[config.mk]
export PLATFORM = sky130hd
export DESIGN_NAME = tea_encrypt_ctrl
export DESIGN_NICKNAME = d
export VERILOG_FILES = /design/src/rtl/tea_pkg.sv /design/src/rtl/tea_round.sv /design/src/rtl/tea_encrypt_ctrl.sv
export SDC_FILE = /design/constraint.sdc
export NUM_CORES = 1
export LEC_CHECK = 0
export ABC_AREA = 0
export CAP_MARGIN = 30
export CELL_PAD_IN_SITES_DETAIL_PLACEMENT = 1
export CELL_PAD_IN_SITES_GLOBAL_PLACEMENT = 1
export CORE_AREA = 5 5 294 296
export CTS_BUF_LIST = sky130_fd_sc_hd__clkbuf_8
export CTS_CLUSTER_SIZE = 25
export DETAILED_ROUTE_END_ITERATION = 7
export DIE_AREA = 0 0 299 301
export PLACE_DENSITY_LB_ADDON = 0.1
export SYNTH_ARGS = -nofsm -noshare
export SYNTH_HDL_FRONTEND = slang
export SYNTH_HIERARCHICAL = 1
export SYNTH_SLANG_ARGS = --single-unit
[constraint.sdc]
create_clock -name CLK -period 21 [get_ports CLK]
set_input_delay 2.1 -clock CLK [delete_from_list [all_inputs] [get_ports CLK]]
set_output_delay 2.1 -clock CLK [all_outputs]
set_load 0.05 [all_outputs]
[src/rtl/tea_pkg.sv]
// Shared constants, round-counter type and FSM encoding for the TEA block encryptor.
package tea_pkg;

    localparam int unsigned ROUNDS = 32;
    localparam logic [31:0] DELTA  = 32'h9E3779B9;

    typedef logic [5:0] round_t;

    typedef enum logic [1:0] {
        IDLE = 2'd0,
        RUN  = 2'd1,
        FIN  = 2'd2
    } state_t;

    // Mod-33 counter: 0..32 then wrap; any out-of-range value also falls back to 0.
    function automatic round_t round_next(input round_t r);
        return (r >= round_t'(ROUNDS)) ? '0 : r + round_t'(1);
    endfunction

endpackage

[src/rtl/tea_round.sv]
// One full TEA cycle (both half-rounds); sum_next is the already-incremented sum.
module tea_round (
    input  logic [31:0] v0,
    input  logic [31:0] v1,
    input  logic [31:0] sum_next,
    input  logic [31:0] k0,
    input  logic [31:0] k1,
    input  logic [31:0] k2,
    input  logic [31:0] k3,
    output logic [31:0] v0_next,
    output logic [31:0] v1_next
);

    // The second half-round mixes in the freshly updated v0, not the registered one.
    assign v0_next = v0 + (((v1 << 4) + k0) ^ (v1 + sum_next) ^ ((v1 >> 5) + k1));
    assign v1_next = v1 + (((v0_next << 4) + k2) ^ (v0_next + sum_next) ^ ((v0_next >> 5) + k3));

endmodule

[src/rtl/tea_encrypt_ctrl.sv]
// Iterative TEA encryptor: captures a block on START, runs one TEA cycle per clock,
// presents the ciphertext with a one-cycle DONE pulse.
module tea_encrypt_ctrl #(
    parameter int unsigned ROUNDS = tea_pkg::ROUNDS,
    parameter logic [31:0] DELTA  = tea_pkg::DELTA
) (
    input  logic         CLK,
    input  logic         RST,
    input  logic         START,
    input  logic [127:0] KEY,
    input  logic [63:0]  V_IN,
    output logic         READY,
    output logic         BUSY,
    output logic         DONE,
    output logic [63:0]  V_OUT,
    output logic [5:0]   ROUND
);
    import tea_pkg::*;

    localparam round_t LAST_ROUND = round_t'(ROUNDS - 1);
    localparam round_t MAX_ROUND  = round_t'(ROUNDS);

    state_t       state_q, state_d;
    round_t       round_q, round_d;
    logic [31:0]  sum_q, sum_d;
    logic [31:0]  v0_q, v0_d;
    logic [31:0]  v1_q, v1_d;
    logic [127:0] key_q, key_d;
    logic [63:0]  vout_q, vout_d;

    logic [31:0]  sum_nx, v0_nx, v1_nx;

    assign sum_nx = sum_q + DELTA;

    tea_round u_round (
        .v0       (v0_q),
        .v1       (v1_q),
        .sum_next (sum_nx),
        .k0       (key_q[127:96]),
        .k1       (key_q[95:64]),
        .k2       (key_q[63:32]),
        .k3       (key_q[31:0]),
        .v0_next  (v0_nx),
        .v1_next  (v1_nx)
    );

    always_comb begin
        // NOTE: every next-state signal gets a hold default first so no path infers a latch.
        state_d = state_q;
        round_d = round_q;
        sum_d   = sum_q;
        v0_d    = v0_q;
        v1_d    = v1_q;
        key_d   = key_q;
        vout_d  = vout_q;

        case (state_q)
            IDLE: begin
                if (START) begin
                    v0_d    = V_IN[63:32];
                    v1_d    = V_IN[31:0];
                    key_d   = KEY;
                    sum_d   = '0;
                    round_d = '0;
                    state_d = RUN;
                end
            end
            RUN: begin
                sum_d   = sum_nx;
                v0_d    = v0_nx;
                v1_d    = v1_nx;
                round_d = round_next(round_q);
                if (round_q == LAST_ROUND) begin
                    vout_d  = {v0_nx, v1_nx};
                    state_d = FIN;
                end
            end
            FIN: begin
                round_d = round_next(round_q);
                state_d = IDLE;
            end
            default: begin
                round_d = '0;
                state_d = IDLE;
            end
        endcase

        // An illegal counter value overrides everything and recovers to a clean IDLE.
        if (round_q > MAX_ROUND) begin
            round_d = '0;
            state_d = IDLE;
        end
    end

    always_ff @(posedge CLK or posedge RST) begin
        if (RST) begin
            state_q <= IDLE;
            round_q <= '0;
            sum_q   <= '0;
            v0_q    <= '0;
            v1_q    <= '0;
            key_q   <= '0;
            vout_q  <= '0;
        end else begin
            // NOTE: non-blocking updates keep all registers sampling the same pre-edge values.
            state_q <= state_d;
            round_q <= round_d;
            sum_q   <= sum_d;
            v0_q    <= v0_d;
            v1_q    <= v1_d;
            key_q   <= key_d;
            vout_q  <= vout_d;
        end
    end

    assign READY = (state_q == IDLE);
    assign BUSY  = (state_q == RUN);
    assign DONE  = (state_q == FIN);
    assign V_OUT = vout_q;
    assign ROUND = round_q;

endmodule

---- Yosys cells after proc, flatten, opt, wreduce, memory -nomap -nowiden ----
Cells that the tools add are included.
operators by class
  add/sub/neg operators ................... 10
  bitwise logic cells ..................... 4
  order comparisons ....................... 2
  reductions and logical operators ........ 7
  eq/ne operators ......................... 6
  mux-type cells .......................... 14
operator list
  cell                                                   count
  adder 32 bit                                           6
  case mux 32 bit (2 select lines)                       3
  bitwise XOR 32 bit                                     4
  two-way mux 32 bit                                     3
  adder 27 x 32 -> 32 bit                                2
  adder 32 bit, second input constant                    1
  two-way mux 6 bit                                      3
  case mux 6 bit (2 select lines)                        1
  AND reduction 2 bit                                    4
  adder 6 x 1 -> 6 bit, second input constant            1
  == test 6 x 5 -> 1 bit, second input constant          1
  >= comparator 6 bit, second input constant             1
  > comparator 6 bit, second input constant              1
  two-way mux 2 bit                                      3
  case mux 2 bit (2 select lines)                        1
  inequality test 3 x 1 -> 1 bit, second input constant  1
  inequality test 3 x 2 -> 1 bit, second input constant  1
  == test 2 x 1 -> 1 bit, second input constant          1
  == test 2 bit, second input constant                   1
  logical NOT 2 bit                                      1
  inequality test 2 bit, second input constant           1
  nonzero test 2 bit                                     1
  OR reduction 2 bit                                     1
storage, ports and cells
  register bits ........................... 296
  word-level logic and storage cells ...... 50

---- Logic depth before layout (Yosys ltp) ----
  word-level depth ........................ 10
  gate-level depth with buffers ........... 46
  mapped depth without buffers ............ 46

---- Hierarchy ----
The synthesis kept the hierarchy.
modules (own cells, without submodules)
  module            area each (um^2)  sequential area each (um^2)  cells an instance  instances
  tea_encrypt_ctrl  12559.5           7407.1                       991                1
  tea_round         12245.5           0.0                          1618               1

---- Worst setup path before layout ----
Ideal clock, no wire load.
  path type ............................... reg2reg
  from .................................... register sum_q[0]
  to ...................................... register vout_q[31] (netlist: V_OUT[31])
  arrival time ............................ 8.981 ns
  library setup time ...................... 0.125 ns
  stages on the path, launching flop included .. 43
  buffers on the path ..................... 1
  path slack .............................. 11.894 ns
  required time ........................... 20.875 ns
  period minus slack after synthesis ...... 9.106 ns
  cells stage by stage .................... dfrtp_1 ha_1 a2111oi_4 and2b_1 o21ai_0 o21ai_0 ha_1 a21o_1 a211o_1 o21ai_1 a21oi_1 xnor2_1 xnor2_1 xnor2_1 ha_1 clkbuf_1 and3_1 o311a_1 (+7 left out) nand2b_1 o21a_1 and3_1 nor2b_1 xnor2_1 xnor2_1 ha_1 a21o_1 a21o_1 a21o_1 a21o_1 or3_1 o211ai_1 nand3_1 a21oi_1 xnor2_1 xnor3_1 mux2_2
between the ends
  word-level cells in the longest chain between the ends .. 9
  elaborated cells on any way between the ends .. 11
  classes of those cells .................. add/sub (7); bitwise (4)
RTL lines
  item                               line                     source
  start: declaration                 tea_encrypt_ctrl.sv:25   logic [31:0] sum_q, sum_d;
  start signal: assignment           tea_encrypt_ctrl.sv:108  sum_q <= sum_d;
  adder 32 bit *                     tea_encrypt_ctrl.sv:33   assign sum_nx = sum_q + DELTA;
  named net sum_nx[8]                tea_encrypt_ctrl.sv:31   logic [31:0] sum_nx, v0_nx, v1_nx;
  adder 32 bit *                     tea_round.sv:15          assign v0_next = v0 + (((v1 << 4) + k0) ^ (v1 + sum_next) ^ ((v1 >> 5) + k1));
  bitwise XOR 32 bit * (2 in a row)  tea_round.sv:15
  adder 32 bit *                     tea_round.sv:15
  named net v0_nx[17]                tea_encrypt_ctrl.sv:31
  adder 32 bit                       tea_round.sv:16          assign v1_next = v1 + (((v0_next << 4) + k2) ^ (v0_next + sum_next) ^ ((v0_next >> 5) + k3));
  bitwise XOR 32 bit                 tea_round.sv:16
  bitwise XOR 32 bit *               tea_round.sv:16
  adder 32 bit *                     tea_round.sv:16
  named net v1_nx[31]                tea_encrypt_ctrl.sv:31
  end signal: assignment             tea_encrypt_ctrl.sv:112  vout_q <= vout_d;
  end: declaration                   tea_encrypt_ctrl.sv:29   logic [63:0] vout_q, vout_d;
The timed path passes the listed nets; every way through them passes the cells marked *.
A chain may end at the register's enable or synchronous reset.

---- Worst setup path in the final report ----
Ends and elaborated chain as after synthesis.

==> out/summary.txt <==
Largest net degree at the start of global routing = 110
Mean Syn Cell Area = 9.51 µm²
Vias per cell = 5.25
HP Class = flop to flop
Mapped Nets = 3065
Async set or reset register ratio after synthesis = 100%
Nets@finish = 3362
Share of layout cells above drive strength 1 = 11.9%
Flops & latches, synth = 296
Commonest non-fill, non-tap cell in the layout = xnor2_1
Wire length per cell = 23.6 µm
Worst EP arrival = 11.72 ns
Synth Cell Area = 24800 µm²
Gr usage total = 20.6%
Main synth FF type = dfrtp_1
Crit Path Max Fanout = 7
Post_cts resized = 0
Synth cell types = 75
Num CTS Buffers = 59
Die width = 299 µm
Starting DRC count in detailed routing = 842
Post-Synthesis Cells = 2609
Number of buffers added on ports = 267
RSZ-0062 raised after global routing = no
Commonest cells after routing, fill and taps aside = xnor2_1, dfrtp_1, clkdlybuf4s50_1, ha_1, a21oi_1
Area of the core = 83300 µm²
Vias = 21.2k
Area post-placement = 28900 µm²
Max-cap violations = 0
Final period util = 53.2%
Die height = 301 µm
Clock Pin Slew Worst Setup and Hold Paths = 0.07 ns
Post-CTS Hold Fix Bufs = 0
Initial antenna violation count = 1
Crit path top cell by count = xnor2_1
Cell row count = 106
CTS max path bufs = 3
Htree depth = 2
Worst path required time = 21.54 ns
GRT Residual Overflow = 0
Vias in the first global route = 22.9k
Worst Setup SP = sum_q[0]
Fin. Hold Viols = 0
Fin. max-slew vios = 0
Cells after DPL = 3924
Total I/O pin count = 268
Crit path largest cell delay = 0.74 ns
DPL Wire Length = 76300 µm
First-pass DRT Iterations = 5
Crit Path Class = flop to flop
Sequential area share after synthesis = 29.9%
Slew margin rel. = 29.0%
CTS tree = built
Tightest Pin Transition = 1.06 ns
WL final = 95100 µm
Fmax achieved = 89.5 MHz
Status = completed
Synth-to-Final Area Change = 21.7%
Die area = 90000 µm²
Layout Cells excl Fill = 4034
Initial Util = 29.8%
Post-route ant nets = 0
Hold path start = v0_q[23]
CP Capture Type = flop
Root Buffer = clkbuf_8
Fin Clk Skew = 0.0448 ns
Min Hold Slack = 0.500 ns
Final setup TNS = 0 ns
RD Place Congestion = 0.857
First-pass GRT wire length = 143000 µm
EDFF count, synth = 0
Post-CTS setup repair buffer count = 0
Finished Cell Area = 30200 µm²
Synth Warn # = 6
Slowest-stage cell, CP = xor2_1
Clock latency at the later pin of the worst-skew pair = 0.70 ns
# DRC = 0
Tmin final = 11.17 ns
Startpoint types = flop
Setup violators final = 0
Clock sinks = 296
Origin of the critical flop-to-flop path = sum_q[0]
-- cell families (layout without fill, tap and decap cells) --
group | Yosys count | count (layout) | synth area share, %
adder cells (fa/ha/maj) | 261 | 261 | 13.4
AO/OA/AOI/OAI | 767 | 767 | 19.7
flip-flops | 296 | 296 | 29.9
other | 0 | 1 | 0
multiplexers | 257 | 257 | 11.3
AND/OR/NAND/NOR | 516 | 516 | 9.95
XOR/XNOR | 376 | 376 | 13.6
buffers and inverters | 136 | 480 | 2.08
-- final timing paths --
check                       endpoint  slack (ns)  cells past startpoint
setup / recovery           V_OUT[31]        9.83                     39
hold / removal              v0_q[23]        0.50                      2
setup reg to reg           V_OUT[31]        9.83                     39
hold reg to reg             v0_q[23]        0.50                      2
max in group asynchronous  key_q[89]       17.58                      3
min in group asynchronous  V_OUT[40]        1.96                      2
-- sequential cells by signal, summed over array words and instances, names as in the netlist --
name and count:
v1_q 32, v0_q 32, key_q 128, state_q 2, ROUND 6, V_OUT 64
sum_q 32
-- cell type report --
class,instances,area [µm²]
Clock inverter,32,238
Tap cell,1080,1350
Timing Repair Buffer,298,2940
Sequential cell,296,7410
Clock buffer,76,1050
Multi-Input combinational cell,2177,16900
Inverter,74,285
Antenna cell,1,2.50
Fill cell,9467,53100
-- stage by stage --
stage                     worst slack, ns  utilization [%]
after CTS                            9.84             36.2
after floorplan                     10.72                -
after detailed placement             9.94             34.7
after global routing                 9.19             36.2
after global placement              10.29             34.6
final                                9.83             36.2
-- synth_stat cells, drive strengths merged, types with 18 or more instances --
cell | instances | area share (%)
xnor2 | 307 | 11
dfrtp | 296 | 30
ha | 253 | 13
o21ai | 211 | 4.3
a21oi | 201 | 4.1
mux2 | 192 | 8.7
nand2 | 181 | 2.7
a21o | 136 | 4.1
nor2 | 111 | 1.7
inv | 74 | 1.1
mux2i | 65 | 2.6
xor2 | 63 | 2.2
clkbuf | 55 | 0.84
nand3 | 43 | 0.87
o21a | 36 | 1.1
nand2b | 29 | 0.73
nor3 | 27 | 0.54
o21bai | 26 | 0.79
a211oi | 25 | 0.78
nor2b | 23 | 0.58
o31ai | 23 | 0.70
and3 | 20 | 0.50
or3 | 20 | 0.50
nand4 | 19 | 0.48
a31oi | 18 | 0.45
-- per-layer routing --
metal  global-route usage, %  vias up  part of all wire (%)
met5                       0        -                     0
met4                    4.46        0                   2.1
met3                    2.81      109                   3.6
met2                    33.4      378                    45
met1                    29.2    10600                    50
li1                        -    10100                     -
-- critical path: cells and delay by family, from the launching register on --
family / cells / cell delay [ns]
flip-flops: 1 / 0.44
adder cells (fa/ha/maj): 5 / 1.88
AND/OR/NAND/NOR: 8 / 1.76
XOR/XNOR: 8 / 2.37
AO/OA/AOI/OAI: 17 / 4.25
multiplexers: 1 / 0.27
Power is not shown: default switching activity piles up to over one toggle a cycle in this logic, so the estimate is an artifact.
